## src/rtl/snell_pkg.sv

```systemverilog
// Shared constants and types for the Snell-law datapath stages.
package snell_pkg;

    localparam int XW_DEF    = 7;
    localparam int YW_DEF    = 21;
    localparam int DIV_CONST = 6;

    typedef enum logic [1:0] {
        IDLE,
        DIV,
        SUB,
        DONE
    } sin_state_t;

endpackage

```

## src/rtl/seq_div_const.sv

```systemverilog
// Bit-serial restoring divider by DIV_CONST, one quotient bit per cycle, MSB first.
// done is high during the cycle whose clock edge performs the final step.
module seq_div_const
    import snell_pkg::*;
#(
    parameter int OW = 21
) (
    input  logic          clk,
    input  logic          rst,
    input  logic          start,
    input  logic [OW-1:0] operand,
    output logic          done,
    output logic [OW-1:0] quotient
);

    localparam int CW = $clog2(OW);
    localparam logic [3:0] DIVISOR = 4'(DIV_CONST);

    logic [OW-1:0] r_dvd;
    logic [OW-1:0] r_quo;
    logic [2:0]    r_rem;
    logic [CW-1:0] r_cnt;
    logic          r_active;

    logic [3:0]    w_trial;
    logic          w_ge;
    logic [2:0]    w_rem_next;

    // Remainder stays below 6, so it fits in 3 bits; the shifted trial needs 4.
    assign w_trial    = {r_rem, r_dvd[OW-1]};
    assign w_ge       = (w_trial >= DIVISOR);
    assign w_rem_next = w_ge ? 3'(w_trial - DIVISOR) : w_trial[2:0];

    always_ff @(posedge clk or posedge rst) begin
        if (rst) begin
            r_dvd    <= '0;
            r_quo    <= '0;
            r_rem    <= '0;
            r_cnt    <= '0;
            r_active <= 1'b0;
        end else if (start) begin
            r_dvd    <= operand;
            r_quo    <= '0;
            r_rem    <= '0;
            r_cnt    <= CW'(OW - 1);
            r_active <= 1'b1;
        end else if (r_active) begin
            r_dvd <= r_dvd << 1;
            r_quo <= {r_quo[OW-2:0], w_ge};
            r_rem <= w_rem_next;
            if (r_cnt == '0) begin
                r_active <= 1'b0;
            end else begin
                r_cnt <= r_cnt - 1'b1;
            end
        end
    end

    assign done     = r_active && (r_cnt == '0);
    assign quotient = r_quo;

endmodule

```

## src/rtl/taylor_sin_stage.sv

```systemverilog
// Third-order Taylor sine, sin(x) ~ x - x^3/6 in Q0.YW, with a serial divide by 6.
// Define SIN_ROUND_EN to round the x^3/6 term to nearest (ties up) instead of truncating.
module taylor_sin_stage
    import snell_pkg::*;
#(
    parameter int XW = XW_DEF,
    parameter int YW = YW_DEF
) (
    input  logic          clk,
    input  logic          rst,
    input  logic          in_valid,
    output logic          in_ready,
    input  logic [XW-1:0] x,
    input  logic [YW-1:0] cube,
    output logic          out_valid,
    input  logic          out_ready,
    output logic [YW-1:0] sin_q,
    output logic          busy
);

`ifdef SIN_ROUND_EN
    localparam int OW = YW + 1;
`else
    localparam int OW = YW;
`endif

    sin_state_t    r_state;
    sin_state_t    w_state_next;
    logic          w_div_start;
    logic          w_div_done;
    logic [OW-1:0] w_operand;
    logic [OW-1:0] w_quo;
    logic [YW:0]   w_q_ext;
    logic [YW-1:0] w_x_shift;
    logic [YW:0]   w_diff;
    logic [XW-1:0] r_x;
    logic [YW-1:0] r_sin_q;

`ifdef SIN_ROUND_EN
    assign w_operand = {1'b0, cube} + OW'(3);
    assign w_q_ext   = w_quo;
`else
    assign w_operand = cube;
    assign w_q_ext   = {1'b0, w_quo};
`endif

    seq_div_const #(
        .OW (OW)
    ) u_div (
        .clk      (clk),
        .rst      (rst),
        .start    (w_div_start),
        .operand  (w_operand),
        .done     (w_div_done),
        .quotient (w_quo)
    );

    // Borrow out of the YW+1 bit difference means q > x, which clamps to zero.
    assign w_x_shift = {r_x, {(YW-XW){1'b0}}};
    assign w_diff    = {1'b0, w_x_shift} - w_q_ext;

    always_ff @(posedge clk or posedge rst) begin
        if (rst) begin
            r_state <= IDLE;
        end else begin
            r_state <= w_state_next;
        end
    end

    always_comb begin
        w_state_next = r_state;
        w_div_start  = 1'b0;
        case (r_state)
            IDLE: begin
                if (in_valid) begin
                    w_div_start  = 1'b1;
                    w_state_next = DIV;
                end
            end
            DIV: begin
                if (w_div_done) begin
                    w_state_next = SUB;
                end
            end
            SUB: begin
                w_state_next = DONE;
            end
            DONE: begin
                if (out_ready) begin
                    w_state_next = IDLE;
                end
            end
            default: begin
                w_state_next = IDLE;
            end
        endcase
    end

    always_ff @(posedge clk or posedge rst) begin
        if (rst) begin
            r_x     <= '0;
            r_sin_q <= '0;
        end else begin
            if (w_div_start) begin
                r_x <= x;
            end
            if (r_state == SUB) begin
                r_sin_q <= w_diff[YW] ? '0 : w_diff[YW-1:0];
            end
        end
    end

    assign in_ready  = (r_state == IDLE);
    assign out_valid = (r_state == DONE);
    assign busy      = (r_state != IDLE);
    assign sin_q     = r_sin_q;

endmodule

```

## config.mk

```make
export PLATFORM = sky130hd
export DESIGN_NAME = taylor_sin_stage
export DESIGN_NICKNAME = d
export VERILOG_FILES = /design/src/rtl/snell_pkg.sv /design/src/rtl/seq_div_const.sv /design/src/rtl/taylor_sin_stage.sv
export SDC_FILE = /design/constraint.sdc
export NUM_CORES = 1
export LEC_CHECK = 0
export ABC_AREA = 1
export CAP_MARGIN = 20
export CORE_MARGIN = 3
export CORE_UTILIZATION = 56
export DETAILED_ROUTE_END_ITERATION = 16
export GPL_TIMING_DRIVEN = 0
export PLACE_DENSITY = 0.84
export SETUP_SLACK_MARGIN = 0.15
export SLEW_MARGIN = 20
export SYNTH_ARGS = -nofsm -noshare
export SYNTH_HDL_FRONTEND = slang
export SYNTH_HIERARCHICAL = 1
export SYNTH_SLANG_ARGS = --single-unit
```

## constraint.sdc

```tcl
create_clock -name clk -period 2.3 [get_ports clk]
set_input_delay 0.575 -clock clk [delete_from_list [all_inputs] [get_ports clk]]
set_output_delay 0.575 -clock clk [all_outputs]
set_load 0.005 [all_outputs]
```

==> Flow_metrics.wiki <==
{| class="wikitable"
! Metric !! Value
|-
| Final routed wirelength across all metal layers || 8717 um
|-
| Number of buffer cells added on primary ports || between 50 and 60
|-
| Number of nets with antenna violations after routing || 0
|-
| Yosys reg bits || 81
|-
| Hold Path Class || flip-flop to flip-flop
|-
| Setup violators final || 0
|-
| Kind of critical path || flip-flop to output pin
|-
| Depth of the CTS H-tree || 3
|-
| Fraction of final layout cells with drive strength greater than 1 || 0.1532
|-
| Startpoint of the worst hold path || sin_q[17]
|-
| Cell leakage power || 2.612 nW
|-
| R2r setup slk || 380 ps
|-
| Endpoint, Worst Hold || sin_q[17]
|-
| Power per cell area || 1509 nW/um^2
|-
| Max Cap Violations || 0
|-
| Clock transition at the registers of the reported paths || ~70 ps
|-
| Cells on Worst Hold Path || 2
|-
| Initial antenna violation count || 0
|-
| Count of distinct cell types in the synthesized netlist || 32
|-
| Number of buffers inserted during clock tree synthesis || 9
|-
| Vertical die dimension || approximately 94 um
|-
| Number of buffers inserted by hold repair at cts || 0
|-
| Top library cells by usage in the layout, fill and taps aside || sky130_fd_sc_hd__nand2_1, sky130_fd_sc_hd__inv_1, sky130_fd_sc_hd__dfrtp_1, sky130_fd_sc_hd__clkdlybuf4s50_1, sky130_fd_sc_hd__nor2_1
|-
| Worst Max-Slew Pin Slew || 616.7 ps
|-
| Die area || 8903 um^2
|-
| Remaining design rule violation count || 0
|-
| Starting Density || 0.5901
|-
| Unrepaired setup endpoints after global routing || true
|-
| Deepest clock path buffer count || 2
|-
| Required time worst endpoint || 1730 ps
|-
| Drt pass-1 iters || 4
|-
| Final worst-path cycle share || 0.9236
|-
| Number of sinks on the clock net || 81
|-
| Final Worst Setup Slack || 175.8 ps
|-
| Total Power || around 8.1 mW
|-
| Vias per inst || 5.134
|-
| Average wire length per cell after detail routing || 12.82 um
|-
| Element type at the critical path start || flip-flop
|-
| Syn Nets || 552
|-
| IO Count || 56
|-
| Slowest cell on crit path || sky130_fd_sc_hd__clkdlybuf4s50_1
|-
| Final total negative setup slack || 0 ps
|-
| Library cell with the largest summed area after synthesis || sky130_fd_sc_hd__dfrtp_1
|-
| Fin. Hold Viols || 0
|-
| Via count of the first global-routing pass || 3,544
|-
| Row count || 31
|-
| Maximum vdd drop || 0.0006653 V
|-
| Root buffer cell || sky130_fd_sc_hd__clkbuf_8
|-
| Fraction of post-synthesis cell area in the top cell type by area || 0.4637
|-
| Time the worst path needs with I/O delays and setup || between 2000 and 2500 ps
|-
| Reg-to-reg endpoint || u_div/r_rem[2]
|-
| Diodes inserted || 0
|-
| Width of the die || 94.36 um
|-
| CTS tree || yes
|-
| Setup crit end kind || output pin
|-
| Part of the Yosys area used for sequential elements || 0.4637
|-
| P&R area growth vs syn || 22.15%
|-
| Pin count of the biggest net entering global routing || 31
|-
| Final count of pins violating max slew || 0
|-
| Highest fanout seen on the critical path || 2
|-
| FMAX || 0.4708 GHz
|-
| Global router's overall resource usage || 0.2172
|-
| Minimum setup slack after placement || ~1.3 ps
|-
| Iteration-0 DRC count of the detailed router || 156
|-
| Number of warnings printed during yosys synthesis || 6
|-
| Gate count of the mapped netlist || 507
|-
| Ordered cell list for the critical path || buf_4 > ha_1 > clkdlybuf4s50_1
|-
| RD Place Congestion || around 0.87
|-
| Remaining max-slew budget at the tightest pin || 0.5883
|-
| Aggregate global routing overflow || 0
|-
| Wire length of the first global-routing pass || 15,410 um
|-
| Result of the run || finished clean
|-
| Startpoint of the lowest-slack register-to-register path || r_state[0]
|-
| Stage delay of the slowest cell on the critical path || 450 ps
|-
| Average instance area after synthesis || approximately 8.6 um^2
|-
| R2R depth || 10
|-
| Setup Skew || 8.870 ps
|-
| DR vias || about 3,500
|-
| Top cells by area in the synthesized netlist || sky130_fd_sc_hd__dfrtp_1, sky130_fd_sc_hd__nand2_1, sky130_fd_sc_hd__inv_1
|-
| Later-pin clock latency in the skew report || 350 ps
|-
| Data arrival time of the critical path || 1550 ps
|-
| Area inside the core boundary || 7408 um^2
|-
| Synthesized area || 4372 um^2
|-
| Leading cell type in the layout, fill and taps excluded || sky130_fd_sc_hd__nand2_1
|-
| Placed wire-length estimate || 6568 um
|-
| Post-layout net count || 621
|}
## cells by family (layout without fill, tap and decap cells)
group,Yosys count,count (layout),share of synthesized area
buffers and inverters,107,181,0.1128
xor gates and xnor gates,12,12,0.02404
and+or+nand+nor,222,222,0.2192
adders and majority gates,13,13,0.03721
DFF,81,81,0.4637
AOI/OAI and AO/OA,72,72,0.1431
## area by class of cell
| class | count | area, um^2 |
|---|---|---|
| well taps | 99 | 123.9 |
| flip-flops and latches | 81 | 2027 |
| clock inverters | 4 | 98.84 |
| clock buffers | 12 | 145.1 |
| fillers | 554 | 2068 |
| repair buffers | 58 | 588.1 |
| multi-input cells | 319 | 1864 |
| inverters | 93 | 356.6 |
| plain buffers | 14 | 136.4 |
## layer usage
metal | GRT usage | part of all wire | vias to the layer above
met5 | 0 | 0 | -
met4 | 0.08183 | 0.024 | 0
met3 | 0.04462 | 0.047 | 22
met2 | 0.3818 | 0.50 | 94
met1 | 0.2623 | 0.43 | 1628
li1 | - | - | 1747
## synthesized netlist by cell type (all sizes together)
cell / n
o221ai: 20
o21ai: 23
a21oi: 7
clkbuf: 3
nor3: 1
and2: 2
dfrtp: 81
nor2: 38
nand3: 22
clkinv: 1
xor2: 5
buf: 11
o22ai: 22
ha: 13
inv: 92
nand2: 158
xnor2: 7
nand4: 1
## per-stage QoR
step | hold slack, ps | std cells | utilization | instance area [um^2]
global placement | 464.7 | 661 | 0.6811 | 5046
finish | 482.3 | 680 | 0.7208 | 5340
CTS | 486.4 | 680 | 0.7191 | 5328
detailed placement | 466.6 | 662 | 0.6838 | 5066
global route | 504.1 | 680 | 0.7208 | 5340
floorplan | 449.1 | 507 | - | 4372
## worst max path at each step
stage,from,endpoint,slack (ps),cells after the start
2_1_floorplan,rst,u_div/quotient[0],500,1
3_3_place_gp,rst,u_div/quotient[6],-440,2
3_5_place_dp,in_valid,u_div/r_rem[2],1,9
4_1_cts,r_state[0],busy,160,4
5_1_grt,r_state[0],out_valid,130,3
6_report,r_state[0],out_valid,180,3
## flip-flops by register name, indices dropped and copies added (netlist names)
signal	count
sin_q	21
u_div/quotient	21
u_div/r_dvd	21
r_x	7
u_div/r_cnt	5
u_div/r_rem	3
r_state	2
u_div/r_active	1
## critical path: cells and delay by family, from the launching register on
kind,cells,cell delay (ps)
adders and majority gates,1,200
buffers and inverters,2,600
DFF,1,410
## what timing repair did
action / in CTS / in global routing
pin swaps: 0 / 1
buffers inserted: 2 / 0
endpoints found under the setup margin: 2 / 3
hold endpoints to repair: 0 / 0
gates resized for setup: 1 / 4
## power breakdown
group | switching (mW) | internal (mW) | total, mW
Clock | 0.507 | 0.756 | 1.26
Combinational | 2.57 | 1.89 | 4.45
Sequential | 0.354 | 1.99 | 2.34
Total | 3.43 | 4.63 | 8.06
Note: power is estimated with default switching activity, not from simulation.
